<file path="config.mk">
export PLATFORM = sky130hd
export DESIGN_NAME = p_controller_flat
export DESIGN_NICKNAME = d
export VERILOG_FILES = /design/src/rtl/p_controller_if.sv /design/src/rtl/p_controller.sv /design/src/flat_wrapper.sv
export SDC_FILE = /design/constraint.sdc
export NUM_CORES = 1
export LEC_CHECK = 0
export ABC_AREA = 1
export CORE_UTILIZATION = 40
export CTS_CLUSTER_DIAMETER = 40
export DETAILED_ROUTE_END_ITERATION = 10
export PLACE_DENSITY_LB_ADDON = 0.08
export SYNTH_ARGS = -nofsm -noshare
export SYNTH_HDL_FRONTEND = slang
export SYNTH_SLANG_ARGS = --single-unit
</file>
<file path="constraint.sdc">
create_clock -name clk -period 3.8 [get_ports clk]
set_input_delay 0.95 -clock clk [delete_from_list [all_inputs] [get_ports clk]]
set_output_delay 0.95 -clock clk [all_outputs]
set_load 0.02 [all_outputs]
</file>
<file path="src/rtl/p_controller_if.sv">
// rtl/p_controller_if.sv - sample/duty handshake bundle between the control sequencer and the p_controller
//
// Signals:
//   setpoint, measured  unsigned 8-bit target and feedback
//   kp                  unsigned fixed-point gain, KP_WIDTH bits
//   sample_valid        request to start one computation
//   duty_cycle          registered duty value to the PWM stage
//   duty_valid          one-cycle strobe, duty_cycle updated this cycle
//   busy                computation in progress
//   overrun             one-cycle strobe, a request was dropped while busy
// Modports: master drives the sample side, slave is the controller.
interface p_controller_if #(
    parameter int KP_WIDTH = 8
);
    logic [7:0]          setpoint;
    logic [7:0]          measured;
    logic [KP_WIDTH-1:0] kp;
    logic                sample_valid;
    logic [7:0]          duty_cycle;
    logic                duty_valid;
    logic                busy;
    logic                overrun;

    modport master (
        output setpoint, measured, kp, sample_valid,
        input  duty_cycle, duty_valid, busy, overrun
    );

    modport slave (
        input  setpoint, measured, kp, sample_valid,
        output duty_cycle, duty_valid, busy, overrun
    );
endinterface

</file>
<file path="src/rtl/p_controller.sv">
// rtl/p_controller.sv - proportional control stage: (setpoint - measured) * kp + bias, saturated to an 8-bit duty
//
// Ports:
//   clk      clock
//   reset_n  synchronous active-low reset
//   bus      p_controller_if.slave (sample inputs, duty/valid/busy/overrun outputs)
// The gain multiply is a serial shift-add, one kp bit per cycle LSB first, so a
// result is ready KP_WIDTH+1 cycles after the sample is captured.
module p_controller #(
    parameter int KP_WIDTH  = 8,
    parameter int FRAC_BITS = 4,
    parameter int BIAS      = 128,
    parameter int DUTY_MIN  = 0,
    parameter int DUTY_MAX  = 255
) (
    input  logic          clk,
    input  logic          reset_n,
    p_controller_if.slave bus
);
    localparam int ACC_W = 18;
    localparam int CNT_W = $clog2(KP_WIDTH + 1);

    typedef enum logic [1:0] {
        IDLE,
        MULT,
        SAT
    } state_t;

    state_t                   state;
    logic signed [ACC_W-1:0]  acc;
    logic signed [ACC_W-1:0]  addend;   // error << i for the current cycle
    logic [KP_WIDTH-1:0]      kp_sh;    // captured gain, consumed from bit 0 upward
    logic [CNT_W-1:0]         bit_cnt;

    logic signed [8:0]        err_in;
    logic signed [ACC_W-1:0]  scaled;
    logic signed [ACC_W-1:0]  sum;
    logic [7:0]               clamped;

    // Both operands are zero-extended to 9 bits, so the difference spans -255..255.
    assign err_in = $signed({1'b0, bus.setpoint}) - $signed({1'b0, bus.measured});

    always_comb begin
        scaled = acc >>> FRAC_BITS;
        sum    = signed'(ACC_W'(BIAS)) + scaled;
        if (sum < signed'(ACC_W'(DUTY_MIN))) begin
            clamped = 8'(DUTY_MIN);
        end else if (sum > signed'(ACC_W'(DUTY_MAX))) begin
            clamped = 8'(DUTY_MAX);
        end else begin
            clamped = sum[7:0];
        end
    end

    always_ff @(posedge clk) begin
        if (!reset_n) begin
            state          <= IDLE;
            acc            <= '0;
            addend         <= '0;
            kp_sh          <= '0;
            bit_cnt        <= '0;
            bus.duty_cycle <= 8'(DUTY_MIN);
            bus.duty_valid <= 1'b0;
            bus.busy       <= 1'b0;
            bus.overrun    <= 1'b0;
        end else begin
            bus.duty_valid <= 1'b0;
            // Any request seen outside IDLE (including SAT) is dropped and flagged.
            bus.overrun    <= bus.sample_valid && (state != IDLE);

            case (state)
                IDLE: begin
                    if (bus.sample_valid) begin
                        addend   <= ACC_W'(err_in);
                        kp_sh    <= bus.kp;
                        acc      <= '0;
                        bit_cnt  <= '0;
                        bus.busy <= 1'b1;
                        state    <= MULT;
                    end
                end
                MULT: begin
                    if (kp_sh[0]) begin
                        acc <= acc + addend;
                    end
                    addend  <= addend <<< 1;
                    kp_sh   <= kp_sh >> 1;
                    bit_cnt <= bit_cnt + CNT_W'(1);
                    if (bit_cnt == CNT_W'(KP_WIDTH - 1)) begin
                        state <= SAT;
                    end
                end
                SAT: begin
                    bus.duty_cycle <= clamped;
                    bus.duty_valid <= 1'b1;
                    bus.busy       <= 1'b0;
                    state          <= IDLE;
                end
                default: begin
                    bus.busy <= 1'b0;
                    state    <= IDLE;
                end
            endcase
        end
    end
endmodule

</file>
<file path="src/flat_wrapper.sv">
// flat-port wrapper written by rule: the top's interface ports become plain ports
module p_controller_flat 
#(
    parameter int KP_WIDTH  = 8,
    parameter int FRAC_BITS = 4,
    parameter int BIAS      = 128,
    parameter int DUTY_MIN  = 0,
    parameter int DUTY_MAX  = 255
)
  (clk, reset_n, bus_setpoint, bus_measured, bus_kp, bus_sample_valid, bus_duty_cycle, bus_duty_valid, bus_busy, bus_overrun);
  p_controller_if #(.KP_WIDTH(KP_WIDTH)) bus_i ();
  input  logic clk;
  input  logic reset_n;
  input wire logic [$bits(bus_i.setpoint)-1:0] bus_setpoint;
  input wire logic [$bits(bus_i.measured)-1:0] bus_measured;
  input wire logic [$bits(bus_i.kp)-1:0] bus_kp;
  input wire logic [$bits(bus_i.sample_valid)-1:0] bus_sample_valid;
  output wire logic [$bits(bus_i.duty_cycle)-1:0] bus_duty_cycle;
  output wire logic [$bits(bus_i.duty_valid)-1:0] bus_duty_valid;
  output wire logic [$bits(bus_i.busy)-1:0] bus_busy;
  output wire logic [$bits(bus_i.overrun)-1:0] bus_overrun;
  assign bus_i.setpoint = bus_setpoint;
  assign bus_i.measured = bus_measured;
  assign bus_i.kp = bus_kp;
  assign bus_i.sample_valid = bus_sample_valid;
  assign bus_duty_cycle = bus_i.duty_cycle;
  assign bus_duty_valid = bus_i.duty_valid;
  assign bus_busy = bus_i.busy;
  assign bus_overrun = bus_i.overrun;
  p_controller #(.KP_WIDTH(KP_WIDTH), .FRAC_BITS(FRAC_BITS), .BIAS(BIAS), .DUTY_MIN(DUTY_MIN), .DUTY_MAX(DUTY_MAX)) u_core (.clk(clk), .reset_n(reset_n), .bus(bus_i));
endmodule
</file>
Word-level counts from Yosys, hierarchy flattened --
Cells that the tools add are included.
Storage, ports and cells: register bits after elaboration 61, output and inout bits 11
Cells by class: add/subtract/negate cells 4, $lt $le $gt $ge 2, equality and inequality tests 6, muxes and demuxes 17, bitwise operators 1, reductions and logical operators 8
Operators with widths (count):
- $pmux 18 s2 | 2
- $mux 18 | 3
- $mux 8 | 3
- $add 18x18->18 | 1
- $gt 18x9->1 const B | 1
- $lt 18x1->1 const B | 1
- $pmux 8 s2 | 1
- $add 9x14->15 const A | 1
- $sub 8x8->9 | 1
- $pmux 4 s2 | 1
- $reduce_and 2->1 | 3
- $add 4x1->4 const B | 1
- $eq 4x3->1 const B | 1
- $mux 2 | 2
- $mux 4 | 1
- $ne 2x1->1 const B | 2
- $pmux 2 s2 | 1
- $reduce_bool 2->1 | 2
- $reduce_and 3->1 | 1
- $eq 2x1->1 const B | 1
- $eq 2x2->1 const B | 1
- $logic_not 2->1 | 1
- $mux 1 | 2
- $ne 2x2->1 const B | 1
- 3 further kinds | 3

Logic depth before layout (Yosys ltp) --
Gate-level depths: netlist of run 1.
depth after elaboration 4, depth in mapped cells 12, gate-level depth less buffers 12

Worst setup path after synthesis of run 1 --
No wires, ideal clock.
kind in2reg, start input bus_setpoint[0], end register u_core.addend[10], data arrival time 2.242 ns, path slack 1.426 ns, cell stages on the path 9, path buffers 0, path through inv_1 ha_1 fa_1 o21ai_1 a21oi_2 nor2_1 o21ai_2 nand2_2 a21oi_1
On the way: longest elaborated chain between the ends 3
Ends and longest elaborated chain:
- from (decl) | line flat_wrapper.sv:14 | input wire logic [$bits(bus_i.setpoint)-1:0] bus_setpoint;
- $sub 8x8->9 | line p_controller.sv:41 | assign err_in = $signed({1'b0, bus.setpoint}) - $signed({1'b0, bus.measured});
- $mux 18 | line p_controller.sv:73 | if (bus.sample_valid) begin
- $pmux 18 s2 | line p_controller.sv:71 | case (state)
- to (signal assigned) | line p_controller.sv:74 | addend <= ACC_W'(err_in);
- to (signal assigned) | line p_controller.sv:86 | addend <= addend <<< 1;
- to (decl) | line p_controller.sv:31 | logic signed [ACC_W-1:0] addend;
Every way passes these cells. The select of a mux whose other input is x is not followed. A chain may end at the register's enable or synchronous reset.

Final worst setup path of run 1 --
start input bus_setpoint[0], end register u_core.addend[8]
Same word-level chain as after synthesis.

==> flow_summary.ini, run 1 <==
[worst_setup_path]
critPathMaxFanout = 10
crit_type = in -> reg
start_kind = input port
crit_family = adder cells
critPathSlowestCell = clkdlybuf4s50_1
critical_path_required_ps = 3990
worstPathCellList = clkdlybuf4s50_1, inv_1, ha_1, fa_1, o21ai_1, a21oi_2, nor2_1, o21ai_2, nand2_2, a21oi_1
slowest_delay_ps = 450
reg2reg_setup_slack_ps = 1720
cp-end-kind = flop
arrival_ps = 2860
path_buf_inv = 2

[clock_tree]
cts_tree = built
cts-root-buf = clkbuf_8
cts_sinks = 61
max-clock-path-buffers = 2
cts_htree_levels = 3
cts_setup_buffers = 0
clock_latency_ps = 330
cts_buffers = 9
cts-hold-fix-buffers = 0
clk_pin_slew_ps = 70
cts_resized = 0

[sta]
grt_setup_unrepaired = no
fin_skew_ps = 10.48
timing.slew.headroom = 0.6685
min_period_over_period = 0.7027
slew_viol_final = 0
holdWs_ps = 462.2
max_freq_mhz = 374.5
final.setup.worst_slack_ps = 1130
fin_crit_ps = 2670
setup_tns_ps = 0
tightest_slew_ps = 496.5
finalHoldViolCount = 0
setup_viol = 0

[power_and_ir_drop]
peakVddDrop_v = 0.0001631
switching_share = 0.2814
p_per_area_nw_per_um2 = 339.7
p_leak_nw = 1.920
power.total_mw = 1.481
p_clk_frac = 0.370
p_int_mw = 1.064
power.share.sequential = 0.470
p_comb_frac = 0.161
p_switching_uw = 416.7

[placed_design]
dp.cells = 671
gp_congestion = 0.9001
detailedPlace.worstSlack_ps = 786.7
dpl.hpwl_um = 6993
io_buffer_count = 37
post_dp_cell_area_um2 = 4178

[layout]
final_layout_size_suffix_gt1_frac = 0.06574
fin_nets = 630
synthToLayoutAreaGrowth_pct = 16.49
utilization = 0.4901
fillers = 894
layout.cells.non_filler = 686
final_area_um2 = 4358
n_antenna_cell = 0

[floorplanning]
coreArea_um2 = 8891
core.rowCount = 34
die_w_um = 98.71
ios = 38
dieArea_um2 = 9744
initial_core_util = 0.4208
chipHeight_um = 98.71

[grt]
grt_usage = 0.2020
grt_pass1_wl_um = 15770
grt_overflow = 0
antenna_found_initial = 0
grt_max_degree = 31
first_global_vias = 3396

[yosys]
synth_seq_cells = 61
synthesis.nets = 593
ys_types = 35
synthCells = 537
syn_area_um2 = 3741
ys_warn_count = 0
ys_seq_area_frac = 0.3264
synth.avg_cell_area_um2 = 6.967

[detailed_routing]
antenna_left = 0
drtIter0Drc = 152
first_pass_iters = 4
wl_um = 9335
via_count = 3511
routedWlPerCell_um = 13.61
post_drt_via_cell_ratio = 5.118
drc_errors = 0

[flow_run]
maxCapViolCount = 0

[status]
outcome = finished, final reports clean

[hold_path]
min_path_type = reg -> reg
[flip-flops by register name (all words and copies together), names as in the netlist]
register               flops
u_core.acc                18
u_core.addend             18
u_core.bus.duty_cycle      8
u_core.kp_sh               8
u_core.bit_cnt             4
u_core.state               2
u_core.bus.busy            1
u_core.bus.duty_valid      1
u_core.bus.overrun         1
[logic make-up (layout without fill, tap and decap cells)]
kind of cell | Yosys count | count (layout) | synth area share
compound gates | 120 | 120 | 0.1823
xor+xnor | 6 | 6 | 0.01405
fa+ha+maj | 29 | 29 | 0.1010
buf+inv | 72 | 113 | 0.08394
flops | 61 | 61 | 0.3264
simple gates | 249 | 249 | 0.2923
[metal layers]
layer	vias up	wire, um	GRT usage
met5	-	0	0
met3	15	292	0.04043
met2	63	4307	0.3527
met1	1570	4510	0.2472
met4	0	225	0.07118
li1	1863	-	-
[power by group through the flow]
stage          combinational [mW]  sequential (mW)  clock [mW]
6_report                    0.238            0.695       0.548
5_1_grt                     0.268            0.698       0.591
4_1_cts                     0.240            0.694       0.563
3_5_place_dp                0.239            0.709           0
3_3_place_gp                0.236            0.708           0
2_1_floorplan               0.174            0.701           0
[worst reg2reg max path, cell delays in order (launching register included)]
cell      delay (ps)
dfxtp_1          380
ha_1             220
inv_1             70
fa_1             440
o21ai_2          250
nand2_1           90
nand2_1          170
nand2_1          100
nand3b_1          90
nand3_1           80
a21oi_1          130
[layout make-up]
cell class | count | area [um2] | area share
clock buffer | 10 | 127.6 | 0.02929
timing repair buffer | 40 | 392.9 | 0.09015
tap | 108 | 135.1 | 0.03101
multi-input combinational | 404 | 2206 | 0.5062
sequential | 61 | 1221 | 0.2802
clock inverter | 5 | 52.55 | 0.01206
inverter | 58 | 222.7 | 0.05111
[layout by cell type (no fill, tap or decap), types with 9 or more instances in the layout]
cell type,netlist,final
clkbuf_8,0,9
nand3b_1,9,9
inv_1,54,54
o21ai_0,15,15
a22oi_1,21,21
clkdlybuf4s50_1,0,37
a21oi_1,71,71
nand2_1,156,156
ha_1,27,27
dfxtp_1,61,61
nand3_1,31,31
nor2_1,31,31
[synth_stat cells, drive strengths merged]
library cell	number	area (um2)
fa	2	40.04
a21oi	73	372.9
a21o	2	15.01
nand3	31	155.2
xor2	2	17.52
xnor2	4	35.03
buf	7	65.05
o21ai	19	102.6
clkbuf	7	26.28
or2	5	31.28
nand3b	9	67.56
o221ai	1	8.760
a31oi	3	18.77
nor3	5	25.02
inv	58	222.7
dfxtp	61	1221
nand2	159	609.3
a22oi	21	157.7
ha	27	337.8
o22ai	1	6.260
nand4	3	18.77
nor2	37	186.4
[worst paths after layout]
check / startpoint / end / cells after the start
worst min-delay path: u_core.kp_sh[7]$_SDFFE_PN0P_ / u_core.kp_sh[7]$_SDFFE_PN0P_ / 2
worst max-delay path: bus_setpoint[0] / u_core.addend[8]$_SDFFE_PN0P_ / 10
worst max register to register: u_core.addend[0]$_SDFFE_PN0P_ / u_core.acc[16]$_SDFFE_PN0P_ / 10
worst min register to register: u_core.kp_sh[7]$_SDFFE_PN0P_ / u_core.kp_sh[7]$_SDFFE_PN0P_ / 2
Power figures use the tool's default switching activity.
==> inputs of run 2 (changes only) <==
Clock period 3.8 ns to 2.3 ns, I/O delays scaled along.
==> run 2 against run 1 <==
Clock skew about the same. Clock power up 75%. Non-clock buffer count rose by 10. Largest cell class unchanged. Largest power group unchanged.
==> flow_summary.ini, run 2 (same netlist as run 1, synthesis figures left out) <==
[grt]
grt_max_degree = 54
grt_pass1_wl_um = 16400
grt_overflow = 0
first_global_vias = 3507
grt_usage = 0.2120
antenna_found_initial = 0

[layout]
layout_common_cells = nand2_1 (156), a21oi_1 (71), dfxtp_1 (61)
n_antenna_cell = 0
top_regs = u_core.acc (18), u_core.addend (18)
fin_nets = 640
synthToLayoutAreaGrowth_pct = 19.73
final_area_um2 = 4479
final_common_cell = nand2_1
layout.cells.non_filler = 697
final_layout_size_suffix_gt1_frac = 0.08319
utilization = 0.5038

[worst_setup_path]
cp-endpoint = u_core.addend[12]$_SDFFE_PN0P_
start_kind = input port
critPathMaxFanout = 10
reg2reg_to = u_core.acc[16]$_SDFFE_PN0P_
ff2ff_path_depth = 10
worstSetupStartpoint = bus_setpoint[0]
arrival_ps = 2390
critical_path_required_ps = 2510
cp-end-kind = flop
reg2reg_from = u_core.addend[0]$_SDFFE_PN0P_
crit_type = in -> reg
reg2reg_setup_slack_ps = 250

[sta]
slew_viol_final = 0
tightest_slew_ps = 451.2
timing.slew.headroom = 0.6981
grt_setup_unrepaired = no
fin_skew_ps = 10.72
max_freq_mhz = 459.0
fin_crit_ps = 2178
setup_tns_ps = 0
setup_viol = 0
finalHoldViolCount = 0
min_period_over_period = 0.9472
holdWs_ps = 464.0
final.setup.worst_slack_ps = 121.6

[detailed_routing]
routedWlPerCell_um = 13.66
drtIter0Drc = 156
drc_errors = 0
wl_um = 9518
antenna_left = 0
via_count = 3657
post_drt_via_cell_ratio = 5.247
first_pass_iters = 5

[placed_design]
dp.cells = 681
detailedPlace.worstSlack_ps = -312.8
gp_congestion = 0.8940
post_dp_cell_area_um2 = 4278
dpl.hpwl_um = 7128
io_buffer_count = 37

[power_and_ir_drop]
p_leak_nw = 1.987
p_per_area_nw_per_um2 = 566.9
power.total_mw = 2.540
peakVddDrop_v = 0.0002805

[floorplanning]
ios = 38
core.rowCount = 34
dieArea_um2 = 9744
initial_core_util = 0.4208
chipHeight_um = 98.71
die_w_um = 98.71
coreArea_um2 = 8891

[clock_tree]
max-clock-path-buffers = 2
cts_htree_levels = 3
clock_latency_ps = 340
cts_resized = 0
cts-root-buf = clkbuf_8
clk_pin_slew_ps = 70
cts-hold-fix-buffers = 0
cts_setup_buffers = 0
cts_sinks = 61
cts_buffers = 9
cts_tree = built

[flow_run]
maxCapViolCount = 0

[hold_path]
min_path_type = reg -> reg

[status]
outcome = finished, final reports clean
## run 2: worst min path at each step
stage                                           from                                     to  slack, ps  cells after the start
2_1_floorplan           u_core.kp_sh[7]$_SDFFE_PN0P_           u_core.kp_sh[7]$_SDFFE_PN0P_        440                      2
3_3_place_gp            u_core.kp_sh[7]$_SDFFE_PN0P_           u_core.kp_sh[7]$_SDFFE_PN0P_        450                      2
3_5_place_dp            u_core.kp_sh[5]$_SDFFE_PN0P_           u_core.kp_sh[5]$_SDFFE_PN0P_        460                      2
4_1_cts                 u_core.kp_sh[5]$_SDFFE_PN0P_           u_core.kp_sh[5]$_SDFFE_PN0P_        470                      2
5_1_grt        u_core.bus.duty_cycle[7]$_SDFFE_PN0P_  u_core.bus.duty_cycle[7]$_SDFFE_PN0P_        490                      2
6_report                u_core.kp_sh[7]$_SDFFE_PN0P_           u_core.kp_sh[7]$_SDFFE_PN0P_        460                      2
## run 2: power by group
part	switching [mW]	internal, mW
sequential	0.0427	1.10
combinational	0.240	0.193
clock	0.431	0.527
total	0.714	1.83
## run 2: area by class of cell
cell class / instances / area (um2)
fill: 945 / 4412
multi-input combinational: 404 / 2215
sequential: 61 / 1221
timing repair buffer: 50 / 493.0
inverter: 58 / 222.7
clock buffer: 12 / 145.1
tap: 108 / 135.1
clock inverter: 4 / 47.55
## run 2: metal layers
layer | track usage | part of all wire | vias up | wire (um)
li1 | - | - | 1887 | -
met1 | 0.2621 | 0.46 | 1682 | 4377
met2 | 0.3608 | 0.48 | 74 | 4584
met3 | 0.05106 | 0.039 | 14 | 370
met4 | 0.07348 | 0.020 | 0 | 186
met5 | 0 | 0 | - | 0
## run 2: worst max-delay path, cell delays in order
cell	delay (ps)
clkdlybuf4s50_1	450
inv_1	40
ha_1	180
fa_1	410
o21ai_2	190
a21oi_2	80
nor2_1	160
o21ai_2	90
nand2_4	130
a21oi_1	80
==> inputs of run 3 (changes only) <==
Settings changed: CELL_PAD_IN_SITES_DETAIL_PLACEMENT set to 0, CELL_PAD_IN_SITES_GLOBAL_PLACEMENT set to 1, CORE_UTILIZATION 40 to 37.
==> run 3 against run 2 <==
Power rose by 5.7%. Combinational power up 0.9%. First-iteration DRC count rose by 20%. Hold slack gained 2.1 ps. Sequential power hardly changed. Non-clock buffer count increased by 2. Register-to-register slack better by 80 ps. Die area rose by 7.9%. Clock skew is 7.4 ps higher.
==> flow_summary.ini, run 3 (same netlist as run 1, synthesis figures left out) <==
[sta]
min_period_over_period = 0.9462
tightest_slew_ps = 481.2
max_freq_mhz = 459.5
finalHoldViolCount = 0
grt_setup_unrepaired = no
setup_viol = 0
fin_crit_ps = 2176
fin_skew_ps = 18.08
slew_viol_final = 0
timing.slew.headroom = 0.6780

[grt]
first_global_vias = 3382
grt_overflow = 0
antenna_found_initial = 0
grt_pass1_wl_um = 16030
grt_usage = 0.2004
grt_max_degree = 54

[layout]
fin_nets = 642
layout_common_cells = nand2_1 (156), a21oi_1 (71), dfxtp_1 (61)
utilization = 0.4662
final_area_um2 = 4557
n_antenna_cell = 0
fillers = 1028
final_common_cell = nand2_1
final_layout_size_suffix_gt1_frac = 0.08799
synthToLayoutAreaGrowth_pct = 21.81
top_regs = u_core.acc (18), u_core.addend (18)

[worst_setup_path]
cp-end-kind = flop
crit_type = in -> reg
start_kind = input port
reg2reg_to = u_core.acc[16]$_SDFFE_PN0P_
arrival_ps = 2380
ff2ff_path_depth = 11
reg2reg_setup_slack_ps = 330
critical_path_required_ps = 2500
critPathMaxFanout = 10
reg2reg_from = u_core.addend[0]$_SDFFE_PN0P_

[clock_tree]
clock_latency_ps = 340
cts-hold-fix-buffers = 0
cts_htree_levels = 3
cts-root-buf = clkbuf_8
cts_tree = built
max-clock-path-buffers = 2
clk_pin_slew_ps = 80
cts_buffers = 9
cts_sinks = 61

[detailed_routing]
antenna_left = 0
post_drt_via_cell_ratio = 4.939
routedWlPerCell_um = 13.45
drtIter0Drc = 187
drc_errors = 0
wl_um = 9740
via_count = 3576
first_pass_iters = 6

[hold_path]
whs_path_depth = 2
min_path_type = reg -> reg
hold_path_end = u_core.bus.duty_cycle[4]$_SDFFE_PN0P_
hp-start = u_core.bus.duty_cycle[4]$_SDFFE_PN0P_

[placed_design]
io_buffer_count = 37
gp_congestion = 0.8016
dpl.hpwl_um = 7333
post_dp_cell_area_um2 = 4324

[floorplanning]
initial_core_util = 0.3827
dieArea_um2 = 10520
chipHeight_um = 102.6
coreArea_um2 = 9774
die_w_um = 102.6
ios = 38
core.rowCount = 36

[flow_run]
maxCapViolCount = 0

[power_and_ir_drop]
power.total_mw = 2.684
p_leak_nw = 2.013
peakVddDrop_v = 0.0003178
p_per_area_nw_per_um2 = 589.1

[status]
outcome = finished, final reports clean
run 3: worst max-delay path by stage:
stage / cells after the start / endpoint / slack, ps / startpoint
floorplan: 9 / u_core.addend[10]$_SDFFE_PN0P_ / 300 / bus_setpoint[0]
global placement: 10 / u_core.addend[17]$_SDFFE_PN0P_ / -250 / bus_setpoint[0]
detailed placement: 10 / u_core.addend[8]$_SDFFE_PN0P_ / -320 / bus_setpoint[0]
CTS: 10 / u_core.addend[13]$_SDFFE_PN0P_ / 50 / bus_setpoint[0]
global route: 10 / u_core.addend[13]$_SDFFE_PN0P_ / 8 / bus_setpoint[0]
finish: 10 / u_core.addend[10]$_SDFFE_PN0P_ / 120 / bus_setpoint[0]
run 3: metrics by stage:
stage                     setup slack [ps]  hold slack, ps  TNS, ps  cells
after floorplan                      300.9           439.4        0    537
after global placement              -248.8           451.1    -2715    708
after detailed placement            -317.9           454.3    -3471    708
final                                123.8           466.1        0    724
after global routing                 8.454           489.5        0    724
after CTS                            45.04           467.8        0    724
run 3: where the power goes:
group | internal (mW) | total, mW | switching [mW]
sequential | 1.10 | 1.15 | 0.0441
clock | 0.645 | 1.10 | 0.453
combinational | 0.197 | 0.438 | 0.241
total | 1.95 | 2.68 | 0.738
run 3: area by class of cell:
class,count,area [um2],area share
clock buffers,11,141.4,0.03103
clock inverters,5,82.58,0.01812
inverters,58,222.7,0.04887
multi-input cells,404,2215,0.4860
flip-flops and latches,61,1221,0.2680
well taps,133,166.4,0.03652
repair buffers,52,508.0,0.1115
run 3: what timing repair did:
item                       in CTS  in global routing
setup endpoints to repair       0                 11
resized for setup               0                  2
setup buffers                   0                  0
run 3: per-layer routing:
layer  wire, um  GRT usage  part of all wire  vias to the layer above
met3        212    0.03661             0.022                        6
met4        126    0.06374             0.013                        0
met5          0          0                 0                        -
met1       4728     0.2556              0.49                     1632
met2       4674     0.3421              0.48                       49
li1           -          -                 -                     1889
run 3: worst max-delay path: stages:
cell	delay, ps
clkdlybuf4s50_1	450
inv_1	40
ha_1	190
fa_1	420
o21ai_2	180
a21oi_2	70
nor2_1	160
o21ai_2	90
nand2_4	120
a21oi_1	70
